<file path="config.mk">
export PLATFORM = sky130hd
export DESIGN_NAME = img_stream_src
export DESIGN_NICKNAME = d
export VERILOG_FILES = /design/src/rtl/img_stream_src.sv
export SDC_FILE = /design/constraint.sdc
export NUM_CORES = 1
export LEC_CHECK = 0
export BUFFER_PORTS_ARGS = -buffer_cell sky130_fd_sc_hd__buf_2
export CELL_PAD_IN_SITES_DETAIL_PLACEMENT = 2
export CELL_PAD_IN_SITES_GLOBAL_PLACEMENT = 2
export CORE_MARGIN = 10
export CORE_UTILIZATION = 32
export CTS_CLUSTER_SIZE = 12
export DETAILED_ROUTE_END_ITERATION = 10
export HOLD_SLACK_MARGIN = 0.06
export PLACE_DENSITY = 0.78
export REMOVE_ABC_BUFFERS = 1
export SYNTH_ARGS = -nofsm -noshare
export SYNTH_HDL_FRONTEND = slang
export SYNTH_SLANG_ARGS = --single-unit
export TNS_END_PERCENT = 30
</file>
<file path="constraint.sdc">
create_clock -name clk -period 3.1 [get_ports clk]
set_clock_uncertainty 0.15 [all_clocks]
set_input_delay 0.155 -clock clk [delete_from_list [all_inputs] [get_ports clk]]
set_output_delay 0.155 -clock clk [all_outputs]
set_load 0.05 [all_outputs]
</file>
<file path="src/rtl/img_stream_src.sv">
// Raster-order greyscale pixel source: reads a frame from sync-read memory onto a valid/ready bus.
// Optional LINE_GAP_EN inserts GAP idle fetch cycles after every line except the last.
module img_stream_src #(
   parameter int IMG_W  = 64,
   parameter int IMG_H  = 64,
   parameter int ADDR_W = 12,
   parameter int GAP    = 4
) (
   input  logic              clk,
   input  logic              rst,
   input  logic              start,
   output logic              mem_rd,
   output logic [ADDR_W-1:0] mem_addr,
   input  logic [7:0]        mem_data,
   output logic [7:0]        bus_out,
   output logic              bus_valid,
   input  logic              bus_ready,
   output logic              sof,
   output logic              eol,
   output logic              eof,
   output logic              busy,
   output logic              done
);

   localparam int CW = $clog2(IMG_W);
   localparam int RW = $clog2(IMG_H);

   typedef enum logic [2:0] {
      S_IDLE,
      S_RUN,
`ifdef LINE_GAP_EN
      S_GAP,
`endif
      S_DRAIN,
      S_DONE
   } state_t;

   state_t            state_q, state_d;
   logic [CW-1:0]     col_q;
   logic [RW-1:0]     row_q;
   logic [ADDR_W-1:0] addr_q;
   logic              fl_q;
   logic [2:0]        flf_q;
   logic [10:0]       buf_q [2];
   logic              wp_q, rp_q;
   logic [1:0]        cnt_q;
`ifdef LINE_GAP_EN
   localparam int GW = $clog2(GAP + 1);
   logic [GW-1:0]     gap_q;
`endif

   logic        pop, push, last_col, last_row, accept;
   logic [2:0]  occ;
   logic [10:0] head;

   assign head      = buf_q[rp_q];
   assign bus_valid = (cnt_q != 2'd0);
   assign pop       = bus_valid & bus_ready;
   assign push      = fl_q;
   assign last_col  = (col_q == CW'(IMG_W - 1));
   assign last_row  = (row_q == RW'(IMG_H - 1));
   // Slot freed by this cycle's pop counts, so a full-rate stream has no bubbles.
   assign occ       = {1'b0, cnt_q} + {2'b0, fl_q} - {2'b0, pop};
   assign mem_rd    = (state_q == S_RUN) && (occ < 3'd2);
   assign mem_addr  = addr_q;
   assign bus_out   = bus_valid ? head[10:3] : 8'd0;
   assign sof       = bus_valid & head[2];
   assign eol       = bus_valid & head[1];
   assign eof       = bus_valid & head[0];
   assign done      = (state_q == S_DONE);
   assign accept    = start & ((state_q == S_IDLE) | (state_q == S_DONE));
`ifdef LINE_GAP_EN
   assign busy = (state_q == S_RUN) | (state_q == S_GAP) | (state_q == S_DRAIN);
`else
   assign busy = (state_q == S_RUN) | (state_q == S_DRAIN);
`endif

   always_comb begin
      state_d = state_q;
      unique case (state_q)
         S_IDLE:  if (start) state_d = S_RUN;
         S_RUN: begin
            if (mem_rd && last_col) begin
               if (last_row) state_d = S_DRAIN;
`ifdef LINE_GAP_EN
               else          state_d = S_GAP;
`endif
            end
         end
`ifdef LINE_GAP_EN
         S_GAP:   if (gap_q == GW'(GAP - 1)) state_d = S_RUN;
`endif
         S_DRAIN: if (pop && head[0]) state_d = S_DONE;
         S_DONE:  state_d = start ? S_RUN : S_IDLE;
         default: state_d = S_IDLE;
      endcase
   end

   always_ff @(posedge clk) begin
      if (!rst) begin
         state_q  <= S_IDLE;
         col_q    <= '0;
         row_q    <= '0;
         addr_q   <= '0;
         fl_q     <= 1'b0;
         flf_q    <= 3'b0;
         buf_q[0] <= '0;
         buf_q[1] <= '0;
         wp_q     <= 1'b0;
         rp_q     <= 1'b0;
         cnt_q    <= 2'd0;
`ifdef LINE_GAP_EN
         gap_q    <= '0;
`endif
      end else begin
         state_q <= state_d;
         if (accept) begin
            col_q  <= '0;
            row_q  <= '0;
            addr_q <= '0;
         end else if (mem_rd) begin
            addr_q <= addr_q + 1'b1;
            if (last_col) begin
               col_q <= '0;
               row_q <= last_row ? '0 : row_q + 1'b1;
            end else begin
               col_q <= col_q + 1'b1;
            end
         end
         // Flags ride alongside the read so they land with the data.
         fl_q  <= mem_rd;
         flf_q <= {(row_q == '0) && (col_q == '0), last_col, last_col & last_row};
         if (push) begin
            buf_q[wp_q] <= {mem_data, flf_q};
            wp_q        <= ~wp_q;
         end
         if (pop) rp_q <= ~rp_q;
         cnt_q <= cnt_q + {1'b0, push} - {1'b0, pop};
`ifdef LINE_GAP_EN
         gap_q <= (state_q == S_GAP) ? gap_q + 1'b1 : '0;
`endif
      end
   end

endmodule

</file>
==> summary.md, run 1 <==
| Metric | Value |
|---|---|
| DRC Markers | `0` |
| Post-place instance area | `0.00314 mm^2` |
| Peak VDD IR | `240 uV` |
| Buf+Inv Stages, Crit Path | `1` |
| Synth Flop Type | `dfxtp_1` |
| CP Depth | `10` |
| Number of vias per cell | `5.02` |
| Worst slew pin tran | `0.737 ns` |
| CTS tree | `yes` |
| Post-synthesis sequential area ratio | `49.7%` |
| Leading area contributor after synthesis | `dfxtp_1` |
| Cells after synthesis | `278` |
| IO buf count | `38` |
| Crit start category | `flop` |
| Yosys reg bits | `57` |
| P_sw | `1.03 mW` |
| Multi-input combinational cell area | `0.00135 mm^2` |
| Grt ovf | `0` |
| Setup violators final | `0` |
| Layout cells sized above 1 | `26.9%` |
| Sink Count | `57` |
| FP Rows | `33` |
| Max stage delay on crit path | `0.56 ns` |
| Combinational Power Share | `36.6%` |
| Status | `finished, final reports clean` |
| Width of the die | `112 um` |
| Design Power | `2.73 mW` |
| Post-synthesis async set-or-reset flop share | `0%` |
| Max Clk Rate | `0.324 GHz` |
| Top cells by count, synth | `dfxtp_1 (35), and2_1 (26), nor2_1 (25)` |
| Clk slew on worst S/H paths | `0.07 ns` |
| Antenna Nets Post-Route | `0` |
| Root Buffer | `clkbuf_8` |
| Minimum clock period | `3.09 ns` |
| Final slew viol count | `0` |
| Slew Limit Headroom | `50.8%` |
| Worst-Skew Late Latency | `0.34 ns` |
| Clk buf depth | `2` |
| Largest net degree at the start of global routing | `21` |
| Crit path kind | `reg -> reg` |
| Largest fanout on the critical path | `4` |
| Syn avg cell area | `9.84 um^2` |
| Pre-Repair DR Iteration Count | `6` |
| First-pass GRT wire length | `13.5 mm` |
| Worst hold stages | `5` |
| Initial antenna violation count | `0` |
| Area contributors post-synth | `dfxtp_1 (26%), edfxtp_1 (24%), and2_1 (5.9%), ha_1 (5.0%), mux2i_1 (4.4%)` |
| Detail Placement HPWL | `5.50 mm` |
| Final nets | `369` |
| Crit path required time | `3.22 ns` |
| Post-Layout Inst Area | `0.00357 mm^2` |
| Vias post-DR | `2,285` |
| Final period util | `99.6%` |
| Area delta synth->final | `30.5%` |
| Vias in the first global route | `2,589` |
| Max-cap violations | `0` |
| Synth warn | `0` |
| Count leader, synth | `dfxtp_1` |
| Total Die Area | `0.0126 mm^2` |
| Share of the synthesized area in the top cell type | `25.6%` |
| Clock share of power | `28.7%` |
| Die Height | `112 um` |
| H-tree depth | `3` |
| Distinct cells, synth | `38` |
| Io pins | `39` |
| Antenna Cells | `0` |
| Largest delay share family, worst path | `simple AND/OR/NAND/NOR gates` |
| Register area | `0.00137 mm^2` |
| GRT Util Overall | `13.2%` |
| Fillers | `882` |
| CP cell instances | `nor2_4 > nor2b_4 > ha_4 > inv_4 > ha_4 > fa_2 > nand2b_4 > or4_4 > or4_4 > a21oi_2` |
| Internal | `1.70 mW` |
| CTS buffer count | `9` |
| Sequential share of power | `34.7%` |
| Sw Share | `37.6%` |
| Worst EP arrival | `3.21 ns` |
| Critical path endpoint category | `flop` |
| Core Util, Final | `43.2%` |
| Final WL | `8.30 mm` |
| Initial Utilization | `33.1%` |
| Routed length per instance | `18.3 um` |
| CP max-delay cell | `or4_4` |
| CORE AREA | `0.00826 mm^2` |
| Post-Syn Area | `0.00274 mm^2` |
| GP Congestion | `0.798` |
| Initial drt markers | `73` |
| Leakage | `1.39 nW` |
| Total power density per cell area | `765 mW/mm^2` |
| Post-synth EDFFs | `22` |
| Worst reg2reg path depth | `10` |
| RSZ-0062 raised after global routing | `yes` |
| Fin. Hold Viols | `0` |
| HP Class | `in -> reg` |
kinds of logic after synthesis:
family                     Yosys count  share of synthesized area [%]
adders and majority gates           12                           5.76
muxes                               12                           4.39
and+or+nand+nor                    121                           24.0
xor gates and xnor gates            14                           4.76
buffers and inverters               28                           4.11
AOI/OAI and AO/OA                   34                           7.27
DFF                                 57                           49.7
power groups by stage:
| stage | Sequential (mW) | Clock (mW) | Combinational (mW) |
|---|---|---|---|
| floorplan | 0.979 | 0 | 0.565 |
| global placement | 0.944 | 0 | 0.873 |
| detailed placement | 0.954 | 0 | 0.913 |
| CTS | 0.944 | 0.799 | 0.950 |
| global route | 0.957 | 0.839 | 1.10 |
| finish | 0.948 | 0.783 | 0.999 |
metrics by stage:
step | hold WS (ns) | setup slack, ns | instances | TNS [ns]
finish | 0.159 | 0.0124 | 455 | 0
detailed placement | 0.306 | -0.137 | 428 | -0.367
global placement | 0.292 | 0.0279 | 428 | 0
CTS | 0.163 | 0.0213 | 454 | 0
floorplan | 0.127 | -0.461 | 268 | -3.71
global route | 0.211 | -0.0479 | 455 | -0.126
what timing repair did:
item                                   in CTS  in global routing
setup endpoints to repair                   9                 11
hold buffers                                9                  0
gates resized for setup                     6                 22
endpoints found under the hold margin      19                  0
buffers inserted                            1                  1
pin swaps                                   1                  7
worst reg2reg max path, cell delays in order (launching register included):
cell and delay, ns:
dfxtp_4 0.36, nor2_4 0.14, nor2b_4 0.07, ha_4 0.27
inv_4 0.04, ha_4 0.15, fa_2 0.48, nand2b_4 0.17
or4_4 0.56, or4_4 0.50, a21oi_2 0.13
cell type report:
| cell class | instances | share of cell area [%] |
|---|---|---|
| clock buffers | 10 | 3.86 |
| well taps | 105 | 3.68 |
| multi-input cells | 193 | 37.9 |
| repair buffers | 66 | 12.0 |
| inverters | 18 | 1.96 |
| flip-flops and latches | 57 | 38.3 |
| clock inverters | 6 | 2.28 |
routing by layer:
layer	vias to the layer above	global-route usage [%]	part of all wire [%]
met5	-	0	0
met4	0	4.82	2.0
met3	13	3.73	4.0
met2	40	23.4	54
met1	1133	14.6	40
li1	1099	-	-
registers in the layout (all words and copies together) (netlist names), named ones only:
name,count
mem_addr,12
buf_q,22
state_q,2
col_q,6
row_q,6
rp_q,1
wp_q,1
flf_q,3
fl_q,1
cnt_q,2
layout by cell type, fill, tap and decap left out, types with 16 or more instances in the layout:
cell type / n
dfxtp_1: 33
buf_4: 19
nor2_1: 24
inv_1: 16
buf_2: 37
edfxtp_1: 22
nand2_1: 16
and2_1: 26
final timing paths:
| check | start | end | slack (ns) |
|---|---|---|---|
| worst min-delay path | start | row_q[5]$_SDFFE_PP0P_ | 0.16 |
| worst min register to register | mem_addr[11]$_SDFFE_PP0P_ | mem_addr[11]$_SDFFE_PP0P_ | 0.35 |
| worst max register to register | cnt_q[1]$_SDFF_PN0_ | row_q[5]$_SDFFE_PP0P_ | 0.01 |
| worst max-delay path | cnt_q[1]$_SDFF_PN0_ | row_q[5]$_SDFFE_PP0P_ | 0.01 |
(Power assumes the default switching activity.)
==> run 2: changes to the inputs <==
--- a/config.mk
+++ b/config.mk
@@ -13,6 +13,7 @@
 export CTS_CLUSTER_SIZE = 12
 export DETAILED_ROUTE_END_ITERATION = 10
 export HOLD_SLACK_MARGIN = 0.06
+export MAX_ROUTING_LAYER = met4
 export PLACE_DENSITY = 0.78
 export REMOVE_ABC_BUFFERS = 1
 export SYNTH_ARGS = -nofsm -noshare
==> run 2 against run 1 <==
Compared with the run above:
- sequential power barely moved
- power barely moved
- largest cell class unchanged
- wire length rose by 0.12%
- largest power group unchanged
- setup slack barely moved
- via count fell by 0.35%
- final cell count did not move
- sequential share of layout area did not move
- clock-buffer cell count did not move
==> summary.md, run 2 (same netlist as run 1, synthesis figures left out) <==
| Metric | Value |
|---|---|
| Detail Placement HPWL | `5.50 mm (unchanged)` |
| Clk slew on worst S/H paths | `0.07 ns (about the same)` |
| Vias in the first global route | `2,591 (+0.077%)` |
| DRC Markers | `0 (unchanged)` |
| Root Buffer | `clkbuf_8` |
| HP Class | `in -> reg` |
| Register area | `0.00137 mm^2 (unchanged)` |
| Worst r2r dst | `row_q[5]$_SDFFE_PP0P_` |
| CP max-delay cell | `or4_4` |
| Largest delay share family, worst path | `simple AND/OR/NAND/NOR gates` |
| First-pass GRT wire length | `13.5 mm (-0.10%)` |
| Hold path startpoint | `start` |
| Clk buf depth | `2 (unchanged)` |
| Fin. Hold Viols | `0 (unchanged)` |
| Initial antenna violation count | `0 (unchanged)` |
| Die Height | `112 um (unchanged)` |
| Reg-to-reg slack, setup | `0.01 ns (about the same)` |
| Width of the die | `112 um (unchanged)` |
| Multi-input combinational cell area | `0.00135 mm^2 (unchanged)` |
| Antenna Cells | `0 (unchanged)` |
| Crit path kind | `reg -> reg` |
| RSZ-0062 raised after global routing | `yes` |
| CORE AREA | `0.00826 mm^2 (unchanged)` |
| Worst reg2reg path depth | `10 (unchanged)` |
| Max Clk Rate | `0.324 GHz (about the same)` |
| Worst flop-to-flop path startpoint | `cnt_q[1]$_SDFF_PN0_` |
| Fillers | `882 (unchanged)` |
| Largest register FFs | `22 (unchanged)` |
| Hold_ws | `0.168 ns (+0.00899 ns)` |
| Buf+Inv Stages, Crit Path | `1 (unchanged)` |
| Layout cells sized above 1 | `26.9% (unchanged)` |
| Sink Count | `57 (unchanged)` |
| Final WL | `8.31 mm (+0.12%)` |
| Max stage delay on crit path | `0.56 ns (about the same)` |
| Final slew viol count | `0 (unchanged)` |
| Final period util | `99.6% (about the same)` |
| Commonest cells after routing, fill and taps aside | `buf_2 (37), dfxtp_1 (33), and2_1 (26), nor2_1 (24), edfxtp_1 (22)` |
| H-tree depth | `3 (unchanged)` |
| Leakage | `1.39 nW (unchanged)` |
| Max-cap violations | `0 (unchanged)` |
| Total power density per cell area | `765 mW/mm^2 (about the same)` |
| Vias post-DR | `2,277 (-0.35%)` |
| Routed length per instance | `18.3 um (+0.12%)` |
| Critical path endpoint category | `flop` |
| Setup violators final | `0 (unchanged)` |
| Crit path required time | `3.22 ns (about the same)` |
| Final nets | `369 (unchanged)` |
| FP Rows | `33 (unchanged)` |
| Grt ovf | `0 (unchanged)` |
| CP cell instances | `nor2_4 > nor2b_4 > ha_4 > inv_4 > ha_4 > fa_2 > nand2b_4 > or4_4 > or4_4 > a21oi_2` |
| Initial Utilization | `33.1% (unchanged)` |
| Post-Layout Inst Area | `0.00357 mm^2 (unchanged)` |
| Crit start category | `flop` |
| Pre-Repair DR Iteration Count | `4 (-2)` |
| Worst slew pin tran | `0.738 ns (+0.000379 ns)` |
| Io pins | `39 (unchanged)` |
| Status | `finished, final reports clean` |
| Worst hold endpoint | `row_q[3]$_SDFFE_PP0P_` |
| CTS buffer count | `9 (unchanged)` |
| Post-place instance area | `0.00314 mm^2 (unchanged)` |
| Peak VDD IR | `241 uV (+0.26%)` |
| Total Die Area | `0.0126 mm^2 (unchanged)` |
| Most common cell after layout, fill and taps aside | `buf_2` |
| Area delta synth->final | `30.5% (unchanged)` |
| Worst EP arrival | `3.21 ns (about the same)` |
| Slew Limit Headroom | `50.8% (about the same)` |
| Minimum clock period | `3.09 ns (+0.0000702 ns)` |
| Largest net degree at the start of global routing | `21 (unchanged)` |
| Number of vias per cell | `5.00 (-0.35%)` |
| CTS tree | `yes` |
| IO buf count | `38 (unchanged)` |
| Biggest register | `buf_q` |
| Largest fanout on the critical path | `4 (unchanged)` |
| Antenna Nets Post-Route | `0 (unchanged)` |
| GP Congestion | `0.809 (+1.4%)` |
| Worst hold stages | `5 (unchanged)` |
| Worst-Skew Late Latency | `0.34 ns (about the same)` |
| GRT Util Overall | `13.6% (+0.38 points)` |
| Initial drt markers | `69 (-5.5%)` |
[run 2: metrics by stage]
step | TNS (ns) | setup slack, ns | util (%) | instances | power, mW
after floorplan | -3.71 | -0.461 | - | 268 | 1.54
after global placement | 0 | 0.0279 | 38.0 | 428 | 1.82
after detailed placement | -0.367 | -0.137 | 38.0 | 428 | 1.87
after CTS | 0 | 0.0213 | 42.1 | 454 | 2.69
after global routing | -0.129 | -0.0496 | 43.2 | 455 | 2.89
final | 0 | 0.0123 | 43.2 | 455 | 2.73
[run 2: where the power goes]
group          switching, mW  leakage, nW  internal, mW
Clock                  0.315        0.110         0.469
Combinational          0.641        0.769         0.357
Sequential            0.0716        0.513         0.877
[run 2: how the worst max path moves through the flow]
stage,slack [ns],depth (start not counted),start,to
finish,0.01,10,cnt_q[1]$_SDFF_PN0_,row_q[5]$_SDFFE_PP0P_
global route,-0.05,10,cnt_q[1]$_SDFF_PN0_,row_q[5]$_SDFFE_PP0P_
CTS,0.02,10,cnt_q[0]$_SDFF_PN0_,row_q[5]$_SDFFE_PP0P_
detailed placement,-0.14,10,cnt_q[1]$_SDFF_PN0_,row_q[5]$_SDFFE_PP0P_
global placement,0.03,10,cnt_q[0]$_SDFF_PN0_,row_q[5]$_SDFFE_PP0P_
floorplan,-0.46,10,cnt_q[1]$_SDFF_PN0_,row_q[5]$_SDFFE_PP0P_
[run 2: timing repair]
item | in CTS | in global routing
resized for setup | 6 | 22
hold endpoints to repair | 19 | 0
pin swaps | 1 | 7
hold buffers | 9 | 0
endpoints found under the setup margin | 9 | 11
buffers inserted | 1 | 1
[run 2: layout make-up]
class	instances	share of cell area (%)
well taps	105	3.68
repair buffers	66	12.0
clock inverters	6	2.28
multi-input cells	193	37.9
clock buffers	10	3.86
flip-flops and latches	57	38.3
inverters	18	1.96
[run 2: layer usage]
layer	global-route usage [%]	share of wire (%)	vias up
met5	-	0	-
met4	4.82	1.3	0
met3	3.41	3.8	9
met2	23.4	54	39
met1	14.8	41	1128
li1	-	-	1101
[run 2: tightest hold or removal path, cell delays in order]
cell     delay, ns
buf_2         0.13
a21oi_1       0.09
o21ai_2       0.06
buf_4         0.13
a21oi_2       0.04
==> run 3: changes to the inputs <==
--- a/config.mk
+++ b/config.mk
@@ -13,9 +13,9 @@
 export CTS_CLUSTER_SIZE = 12
 export DETAILED_ROUTE_END_ITERATION = 10
 export HOLD_SLACK_MARGIN = 0.06
-export MAX_ROUTING_LAYER = met4
 export PLACE_DENSITY = 0.78
 export REMOVE_ABC_BUFFERS = 1
+export SETUP_SLACK_MARGIN = 0.4
 export SYNTH_ARGS = -nofsm -noshare
 export SYNTH_HDL_FRONTEND = slang
 export SYNTH_SLANG_ARGS = --single-unit
==> run 3 against run 2 <==
Compared with the run above:
- sequential cell count stayed put
- global-route usage shrank 0.15 points
- hold slack improved by 0.031 ns
- combinational power up 11%
- power grew 4.0%
- wire length increased by 4.3%
- clock power is essentially flat
- via count grew 2.1%
- first-iteration DRC count up 33%
- non-clock buffer count rose by 7
- sequential share of layout area is 1.4 points lower
- sequential power hardly changed
- largest cell class is now multi-input combinational cells
==> summary.md, run 3 (same netlist as run 1, synthesis figures left out) <==
| Metric | Value |
|---|---|
| Crit start category | `flop` |
| Die Height | `112 um (unchanged)` |
| H-tree depth | `3 (unchanged)` |
| Largest net degree at the start of global routing | `21 (unchanged)` |
| Total power density per cell area | `767 mW/mm^2 (+0.30%)` |
| Fin. Hold Viols | `0 (unchanged)` |
| IO buf count | `38 (unchanged)` |
| Worst-Skew Late Latency | `0.34 ns (about the same)` |
| Critical path endpoint category | `flop` |
| Clk buf depth | `2 (unchanged)` |
| Detail Placement HPWL | `5.50 mm (unchanged)` |
| Commonest cells after routing, fill and taps aside | `buf_2 (37), dfxtp_1 (33), and2_1 (26), nor2_1 (24), edfxtp_1 (22)` |
| CP cell instances | `nor2_4 > nor2b_2 > ha_1 > inv_1 > ha_2 > fa_2 > nand2b_4 > or4_4 > or4_4 > a21oi_2` |
| Layout cells sized above 1 | `29.7% (+2.8 points)` |
| Final slew viol count | `0 (unchanged)` |
| Setup WS pre-CTS | `-0.137 ns (unchanged)` |
| Area delta synth->final | `35.3%` |
| CTS tree | `yes` |
| FP Rows | `33 (unchanged)` |
| Routed length per instance | `18.8 um (+2.7%)` |
| Largest register FFs | `22 (unchanged)` |
| Crit path kind | `reg -> reg` |
| Max-cap violations | `0 (unchanged)` |
| Final WL | `8.67 mm (+4.3%)` |
| PnR worst setup slack | `0.0547 ns (+0.0424 ns)` |
| Setup violators final | `0 (unchanged)` |
| Antenna Nets Post-Route | `0 (unchanged)` |
| Largest fanout on the critical path | `4 (unchanged)` |
| Initial drt markers | `92 (+33%)` |
| GP Congestion | `0.798 (-1.4%)` |
| Peak VDD IR | `266 uV (+11%)` |
| Critical Path Most Common Cell | `or4_4` |
| RSZ-0062 raised after global routing | `yes` |
| Initial Utilization | `33.1% (unchanged)` |
| Post-place instance area | `0.00314 mm^2 (unchanged)` |
| Status | `finished, final reports clean` |
| CORE AREA | `0.00826 mm^2 (unchanged)` |
| Slew Limit Headroom | `48.0% (-2.8 points)` |
| Leakage | `1.45 nW (+4.5%)` |
| Vias in the first global route | `2,598 (+0.27%)` |
| Vias post-DR | `2,324 (+2.1%)` |
| Total Die Area | `0.0126 mm^2 (unchanged)` |
| CP max-delay cell | `or4_4` |
| Worst slew pin tran | `0.780 ns (+0.0425 ns)` |
| Root Buffer | `clkbuf_8` |
| Buf+Inv Stages, Crit Path | `1 (unchanged)` |
| Largest delay share family, worst path | `simple AND/OR/NAND/NOR gates` |
| GRT Util Overall | `13.4% (-0.15 points)` |
| Width of the die | `112 um (unchanged)` |
| Register area | `0.00137 mm^2 (unchanged)` |
| Most common cell after layout, fill and taps aside | `buf_2` |
| Max Clk Rate | `0.328 GHz (+1.4%)` |
| First-pass GRT wire length | `13.7 mm (+1.6%)` |
| Final nets | `376 (+1.9%)` |
| Biggest register | `buf_q` |
| Sink Count | `57 (unchanged)` |
| Clk slew on worst S/H paths | `0.07 ns (about the same)` |
| Multi-input combinational cell area | `0.00140 mm^2 (+3.6%)` |
| Post-Layout Inst Area | `0.00370 mm^2 (+3.7%)` |
| Minimum clock period | `3.05 ns (-0.0424 ns)` |
| Design Power | `2.84 mW (+4.0%)` |
| HP Class | `in -> reg` |
| DRC Markers | `0 (unchanged)` |
| Grt ovf | `0 (unchanged)` |
| Crit path required time | `3.23 ns (about the same)` |
| CTS buffer count | `9 (unchanged)` |
| Antenna Cells | `0 (unchanged)` |
| Max stage delay on crit path | `0.54 ns (-0.02 ns)` |
| Io pins | `39 (unchanged)` |
| Fillers | `876 (-0.68%)` |
| Pre-Repair DR Iteration Count | `6 (+2)` |
| Final period util | `98.2% (-1.4 points)` |
| Worst EP arrival | `3.17 ns (-0.04 ns)` |
| Reg-to-reg slack, setup | `0.05 ns (+0.04 ns)` |
| Initial antenna violation count | `0 (unchanged)` |
| Number of vias per cell | `5.03 (+0.52%)` |
[run 3: final timing paths]
| check | startpoint | endpoint | depth (start not counted) |
|---|---|---|---|
| hold / removal | start | row_q[3]$_SDFFE_PP0P_ | 5 |
| setup reg to reg | cnt_q[0]$_SDFF_PN0_ | row_q[5]$_SDFFE_PP0P_ | 10 |
| setup / recovery | cnt_q[0]$_SDFF_PN0_ | row_q[5]$_SDFFE_PP0P_ | 10 |
| hold reg to reg | mem_addr[9]$_SDFFE_PP0P_ | mem_addr[9]$_SDFFE_PP0P_ | 2 |
[run 3: area by class of cell]
| class | instances | share of cell area [%] |
|---|---|---|
| clock inverter | 6 | 2.20 |
| tap | 105 | 3.55 |
| clock buffer | 10 | 3.72 |
| sequential | 57 | 36.9 |
| multi-input combinational | 193 | 37.9 |
| timing repair buffer | 73 | 13.8 |
| inverter | 18 | 1.89 |
[run 3: timing repair]
action | CTS | global route
pin swaps | 2 | 16
endpoints found under the setup margin | 24 | 23
hold buffers | 9 | 0
hold endpoints to repair | 20 | 0
setup buffers | 3 | 6
resized for setup | 14 | 32
[run 3: power breakdown]
group          switching, mW  internal [mW]  total [mW]
logic                  0.691          0.416        1.11
clock network          0.317          0.469       0.786
registers             0.0689          0.877       0.946
total                   1.08           1.76        2.84
[run 3: per-stage QoR]
| step | setup TNS (ns) | hold WS (ns) | utilization [%] | instances |
|---|---|---|---|---|
| final | 0 | 0.199 | 44.8 | 462 |
| after global routing | -0.263 | 0.215 | 44.8 | 462 |
| after CTS | 0 | 0.170 | 42.6 | 456 |
| after detailed placement | -0.367 | 0.306 | 38.0 | 428 |
| after global placement | 0 | 0.292 | 38.0 | 428 |
| after floorplan | -3.71 | 0.127 | - | 268 |
[run 3: worst reg2reg max path: stages (launching register included)]
cell	delay, ns
dfxtp_4	0.37
nor2_4	0.04
nor2b_2	0.14
ha_1	0.24
inv_1	0.06
ha_2	0.17
fa_2	0.46
nand2b_4	0.17
or4_4	0.54
or4_4	0.50
a21oi_2	0.15
[run 3: per-layer routing]
| metal | global-route usage (%) | up-vias | wire, um |
|---|---|---|---|
| met5 | 0 | - | 0 |
| met1 | 15.0 | 1159 | 3520 |
| met4 | 4.91 | 0 | 102 |
| met3 | 3.73 | 10 | 374 |
| li1 | - | 1114 | - |
| met2 | 23.8 | 41 | 4670 |
